**src/rtl/uart_reply_tx.sv**
```systemverilog
// Reply formatter for the PIC UART link: turns a (kind, value) request into a
// framed ASCII reply ('$dd' / '#dd' / '?') and streams it over valid/ready.
module uart_reply_tx #(
  parameter bit         SEND_CRLF = 1'b1,
  parameter logic [7:0] FAIL_CHAR = 8'h3F
) (
  input  logic       clk,
  input  logic       rst,
  input  logic       req_valid,
  output logic       req_ready,
  input  logic [1:0] req_kind,
  input  logic [7:0] req_value,
  output logic       to_uart_valid,
  output logic [7:0] to_uart_data,
  input  logic       to_uart_ready,
  output logic       done
);

  typedef enum logic [2:0] {
    IDLE,
    CONV,
    SEND_HDR,
    SEND_D1,
    SEND_D0,
    SEND_CR,
    SEND_LF
  } state_t;

  state_t     state;
  state_t     next_state;
  logic [7:0] rem;
  logic [3:0] tens;
  logic       kind_q;
  logic       fail_q;
  logic       accept;
  logic       byte_taken;

  assign accept     = (state == IDLE) && req_valid;
  assign byte_taken = to_uart_valid && to_uart_ready;

  always_ff @(posedge clk or posedge rst) begin
    if (rst) begin
      state <= IDLE;
    end else begin
      state <= next_state;
    end
  end

  always_comb begin
    next_state = state;
    case (state)
      IDLE: begin
        if (req_valid) begin
          if (req_kind[1] || (req_value > 8'd99)) begin
            next_state = SEND_HDR;
          end else begin
            next_state = CONV;
          end
        end
      end
      CONV: begin
        if (rem < 8'd10) begin
          next_state = SEND_HDR;
        end
      end
      SEND_HDR: begin
        if (to_uart_ready) begin
          if (!fail_q) begin
            next_state = SEND_D1;
          end else if (SEND_CRLF) begin
            next_state = SEND_CR;
          end else begin
            next_state = SEND_LF;
          end
        end
      end
      SEND_D1: begin
        if (to_uart_ready) begin
          next_state = SEND_D0;
        end
      end
      SEND_D0: begin
        if (to_uart_ready) begin
          if (SEND_CRLF) begin
            next_state = SEND_CR;
          end else begin
            next_state = SEND_LF;
          end
        end
      end
      SEND_CR: begin
        if (to_uart_ready) begin
          next_state = SEND_LF;
        end
      end
      SEND_LF: begin
        if (to_uart_ready) begin
          next_state = IDLE;
        end
      end
      default: next_state = IDLE;
    endcase
  end

  always_comb begin
    req_ready     = 1'b0;
    to_uart_valid = 1'b0;
    to_uart_data  = 8'h00;
    case (state)
      IDLE: req_ready = 1'b1;
      SEND_HDR: begin
        to_uart_valid = 1'b1;
        if (fail_q) begin
          to_uart_data = FAIL_CHAR;
        end else if (kind_q) begin
          to_uart_data = 8'h23;
        end else begin
          to_uart_data = 8'h24;
        end
      end
      SEND_D1: begin
        to_uart_valid = 1'b1;
        to_uart_data  = 8'h30 + {4'h0, tens};
      end
      SEND_D0: begin
        to_uart_valid = 1'b1;
        to_uart_data  = 8'h30 + rem;
      end
      SEND_CR: begin
        to_uart_valid = 1'b1;
        to_uart_data  = 8'h0D;
      end
      SEND_LF: begin
        to_uart_valid = 1'b1;
        to_uart_data  = 8'h0A;
      end
      default: begin
        req_ready     = 1'b0;
        to_uart_valid = 1'b0;
      end
    endcase
  end

  // Decimal conversion by repeated subtraction; request fields are frozen at accept.
  always_ff @(posedge clk or posedge rst) begin
    if (rst) begin
      rem    <= 8'd0;
      tens   <= 4'd0;
      kind_q <= 1'b0;
      fail_q <= 1'b0;
      done   <= 1'b0;
    end else begin
      done <= (state == SEND_LF) && byte_taken;
      if (accept) begin
        rem    <= req_value;
        tens   <= 4'd0;
        kind_q <= req_kind[0];
        fail_q <= req_kind[1] || (req_value > 8'd99);
      end else if ((state == CONV) && (rem >= 8'd10)) begin
        rem  <= rem - 8'd10;
        tens <= tens + 4'd1;
      end
    end
  end

endmodule
```
**config.mk**
```make
export PLATFORM = sky130hd
export DESIGN_NAME = uart_reply_tx
export DESIGN_NICKNAME = d
export VERILOG_FILES = /design/src/rtl/uart_reply_tx.sv
export SDC_FILE = /design/constraint.sdc
export NUM_CORES = 1
export LEC_CHECK = 0
export CORE_MARGIN = 2
export CORE_UTILIZATION = 40
export CTS_CLUSTER_DIAMETER = 80
export DETAILED_ROUTE_END_ITERATION = 7
export PLACE_DENSITY = 0.71
export SYNTH_ARGS = -nofsm -noshare
export SYNTH_HDL_FRONTEND = slang
export SYNTH_SLANG_ARGS = --single-unit
export TNS_END_PERCENT = 50
```
**constraint.sdc**
```tcl
create_clock -name clk -period 4.5 [get_ports clk]
set_clock_uncertainty 0.2 [all_clocks]
set_input_delay 0.9 -clock clk [delete_from_list [all_inputs] [get_ports clk]]
set_output_delay 0.9 -clock clk [all_outputs]
set_load 0.005 [all_outputs]
```
==> flow_metrics.py <==
metrics = {
    "sta": {
        "relSlewSlack_pct": 16.2,
        "holdWs_ns": 0.325,
        "setup_violations": 0,
        "slew_violations": 0,
        "period_needed_ns": 3.27,
        "rsz0062_at_grt": "false",
        "fin_crit_sh_pct": 72.7,
        "hold_viol": 0,
        "tns_ns": 0,
        "clock.fmax_ghz": 0.306,
        "tightest_slew_ns": 1.24,
    },
    "synthesis": {
        "muxShareOfSynthArea_pct": 2.45,
        "syn_inst": 145,
        "synth_top_family_by_area": "compound AO/OA/AOI/OAI gates",
        "synthXorXnorAreaFrac_pct": 2.85,
        "yosysSeqAreaShare_pct": 36.7,
        "synth_warnings": 0,
        "syn_area_per_cell_sq_um": 8.47,
        "synth-async-reset-ratio_pct": 100,
        "synth-compound-area-share_pct": 23.9,
        "synth_cell_types": 40,
        "synth-adder-area-share_pct": 4.08,
        "yosys.area_share.simple_pct": 22.1,
        "ys_ff_latch": 18,
        "synth_edf_count": 0,
        "yosys_most_used_dff": "dfrtp_1",
        "syn_nets": 163,
        "syn-cell-area_sq_mm": 0.00123,
    },
    "clock_network": {
        "ctsHoldBuffers": 0,
        "htreeDepth": 1,
        "clk_latency_ns": 0.30,
        "cts_setup_buffers": 0,
        "clockBufferDepth": 2,
        "cts_tree": "done",
        "cts_resized": 0,
        "cts_root_buffer": "clkbuf_4",
        "numCtsBuffers": 3,
        "clock-sinks": 18,
        "clk_pin_slew_worst_paths_ns": 0.11,
    },
    "drt": {
        "drt_iter0_markers": 46,
        "drc": 0,
        "routed_wl_um": 2990,
        "vias_per_cell": 5.77,
        "dr.pass1.iters": 4,
        "ant_nets": 0,
        "post_drt_wl_per_cell_um": 15.2,
        "vias": 1136,
    },
    "placement": {
        "dp_hpwl_um": 2270,
        "place.gp.congestion": 0.879,
        "portBuffers": 24,
    },
    "grt": {
        "grt-ovfl-total": 0,
        "grt_max_degree": 20,
        "use_met2_pct": 31.4,
        "grt_pass1_vias": 1127,
        "grt_pass1_wl_um": 5020,
        "grt_use_met3_pct": 3.93,
        "antenna_found_initial": 0,
        "use_met1_pct": 23.4,
        "grt_use_total_pct": 18.7,
        "busiest_layer": "met2",
    },
    "final_layout": {
        "diodes": 0,
        "area_growth_syn_to_layout_pct": 21.0,
        "final_nets": 183,
        "layout-drive-gt1-share_pct": 4.88,
    },
    "setup_path": {
        "r2r_cells": 6,
        "rrSetupSlack_ns": 1.54,
        "r2r_start": "rem[4]$_DFFE_PP0P_",
        "worstPathArrival_ns": 2.17,
        "crit_type": "register to primary output",
        "r2r-end": "rem[7]$_DFFE_PP0P_",
        "startpoint_type": "register",
        "worst-path-max-fanout": 17,
        "crit_path_end_kind": "primary output",
        "crit_required_ns": 3.40,
    },
    "power_and_ir_drop": {
        "power_density_mw_per_mm2": 674,
        "intPower_uw": 568,
        "switching_share_pct": 43.2,
        "clkPwrFrac_pct": 10.2,
        "combPwrFrac_pct": 55.5,
        "peakVddDrop_mv": 0.294,
        "power.leakage_uw": 0.000618,
        "p_sw_uw": 433,
        "power_frac_seq_pct": 34.3,
    },
    "die": {
        "chipHeight_um": 59.4,
        "die-area_sq_mm": 0.00353,
        "rows": 20,
        "io_pins": 25,
        "die_x_um": 59.4,
        "coreArea_sq_mm": 0.00298,
        "start_util_pct": 41.2,
    },
    "run_status": {
        "status": "completed",
    },
    "worst_hold_path": {
        "worstHoldPathType": "register to register",
        "hp-start": "tens[2]$_DFFE_PP0P_",
        "hold_end": "tens[2]$_DFFE_PP0P_",
        "holdPathStages": 1,
    },
    "flow_run": {
        "maxCapViolations": 0,
    },
}
## power groups by stage
stage / registers, uW / logic [uW] / clock network [uW]
after floorplan: 284 / 424 / 0
after global placement: 338 / 541 / 0
after detailed placement: 345 / 554 / 0
after CTS: 341 / 558 / 105
after global routing: 361 / 616 / 110
final: 343 / 556 / 102
## area by class of cell
type	instances	area (sq um)
fill	289	1490
multi-input combinational	108	679
sequential	18	450
timing repair buffer	24	240
tap	33	41.3
inverter	10	37.5
clock buffer	4	36.3
## synthesized netlist by cell type (2+ instances only)
cell	instances	share of area, %
ha_1	4	4.1
o311ai_0	2	1.4
inv_1	10	3.1
a21oi_1	7	2.9
mux2i_1	3	2.4
xor2_1	2	1.4
o221ai_1	2	1.4
nand2b_1	2	1.0
buf_6	3	2.8
or4_2	2	1.4
o211ai_1	3	1.8
o31ai_1	2	1.2
nand3_1	5	2.0
nor2_1	11	3.4
o21a_1	5	3.1
xnor2_1	2	1.4
nor3_1	2	0.82
dfrtp_1	18	37
o22ai_1	3	1.5
nor3b_1	2	1.2
or3_1	4	2.0
nand2_1	17	5.2
o21ai_0	12	4.9
nor2b_1	2	1.0
clkbuf_1	5	1.5
## per-stage QoR
| stage | utilization (%) | total power, uW | area, sq um | instances | setup slack, ns |
|---|---|---|---|---|---|
| after floorplan | - | 707 | 1230 | 145 | 2.13 |
| after global placement | 48.7 | 879 | 1450 | 193 | 1.62 |
| after detailed placement | 48.7 | 900 | 1450 | 193 | 1.58 |
| after CTS | 49.9 | 1000 | 1490 | 197 | 1.23 |
| after global routing | 49.9 | 1090 | 1490 | 197 | 1.04 |
| final | 49.9 | 1000 | 1490 | 197 | 1.23 |
## placed cells by master, fill, tap and decap left out, types with 2 or more instances in the layout
cell,instances
or4_2,2
o221ai_1,2
xnor2_1,2
nand2_1,17
nor3b_1,2
ha_1,4
clkdlybuf4s50_1,24
or3_1,4
clkbuf_4,3
o21ai_0,12
dfrtp_1,18
nand3_1,5
nor2b_1,2
o21a_1,5
inv_1,10
o31ai_1,2
mux2i_1,3
o211ai_1,3
xor2_1,2
o22ai_1,3
nor2_1,11
o311ai_0,2
a21oi_1,7
nand2b_1,2
nor3_1,2
## registers in the layout, summed over array words and instances (netlist names)
| register | cells |
|---|---|
| state | 3 |
| fail_q | 1 |
| tens | 4 |
| rem | 8 |
| kind_q | 1 |
| done | 1 |
## layer usage
metal,part of all wire [%],vias up
met5,0,-
met2,52,23
met1,42,553
met3,3.7,6
met4,1.9,0
li1,-,554
## critical path, cell delays in order (launching register included)
cell and delay, ns:
dfrtp_1 0.66, inv_1 0.15, or3_1 0.37, o22ai_1 0.16, clkdlybuf4s50_1 0.53
## how the worst max path moves through the flow
stage / to / start / slack (ns) / cells past startpoint
floorplan: state[1]$_DFFE_PP0P_ / rem[4]$_DFFE_PP0P_ / 2.13 / 7
global placement: to_uart_data[4] / state[2]$_DFFE_PP0P_ / 1.62 / 4
detailed placement: to_uart_data[0] / state[1]$_DFFE_PP0P_ / 1.58 / 5
CTS: to_uart_data[0] / state[1]$_DFFE_PP0P_ / 1.23 / 5
global route: to_uart_data[1] / state[1]$_DFFE_PP0P_ / 1.04 / 5
finish: to_uart_data[4] / state[2]$_DFFE_PP0P_ / 1.23 / 4
## logic make-up (layout without fill, tap and decap cells)
logic type                 Yosys count  after routing
AOI/OAI and AO/OA                   44             44
xor gates and xnor gates             4              4
adders and majority gates            4              4
buffers and inverters               19             38
DFF                                 18             18
muxes                                3              3
and+or+nand+nor                     53             53
Note: power is estimated with default switching activity, not from simulation.
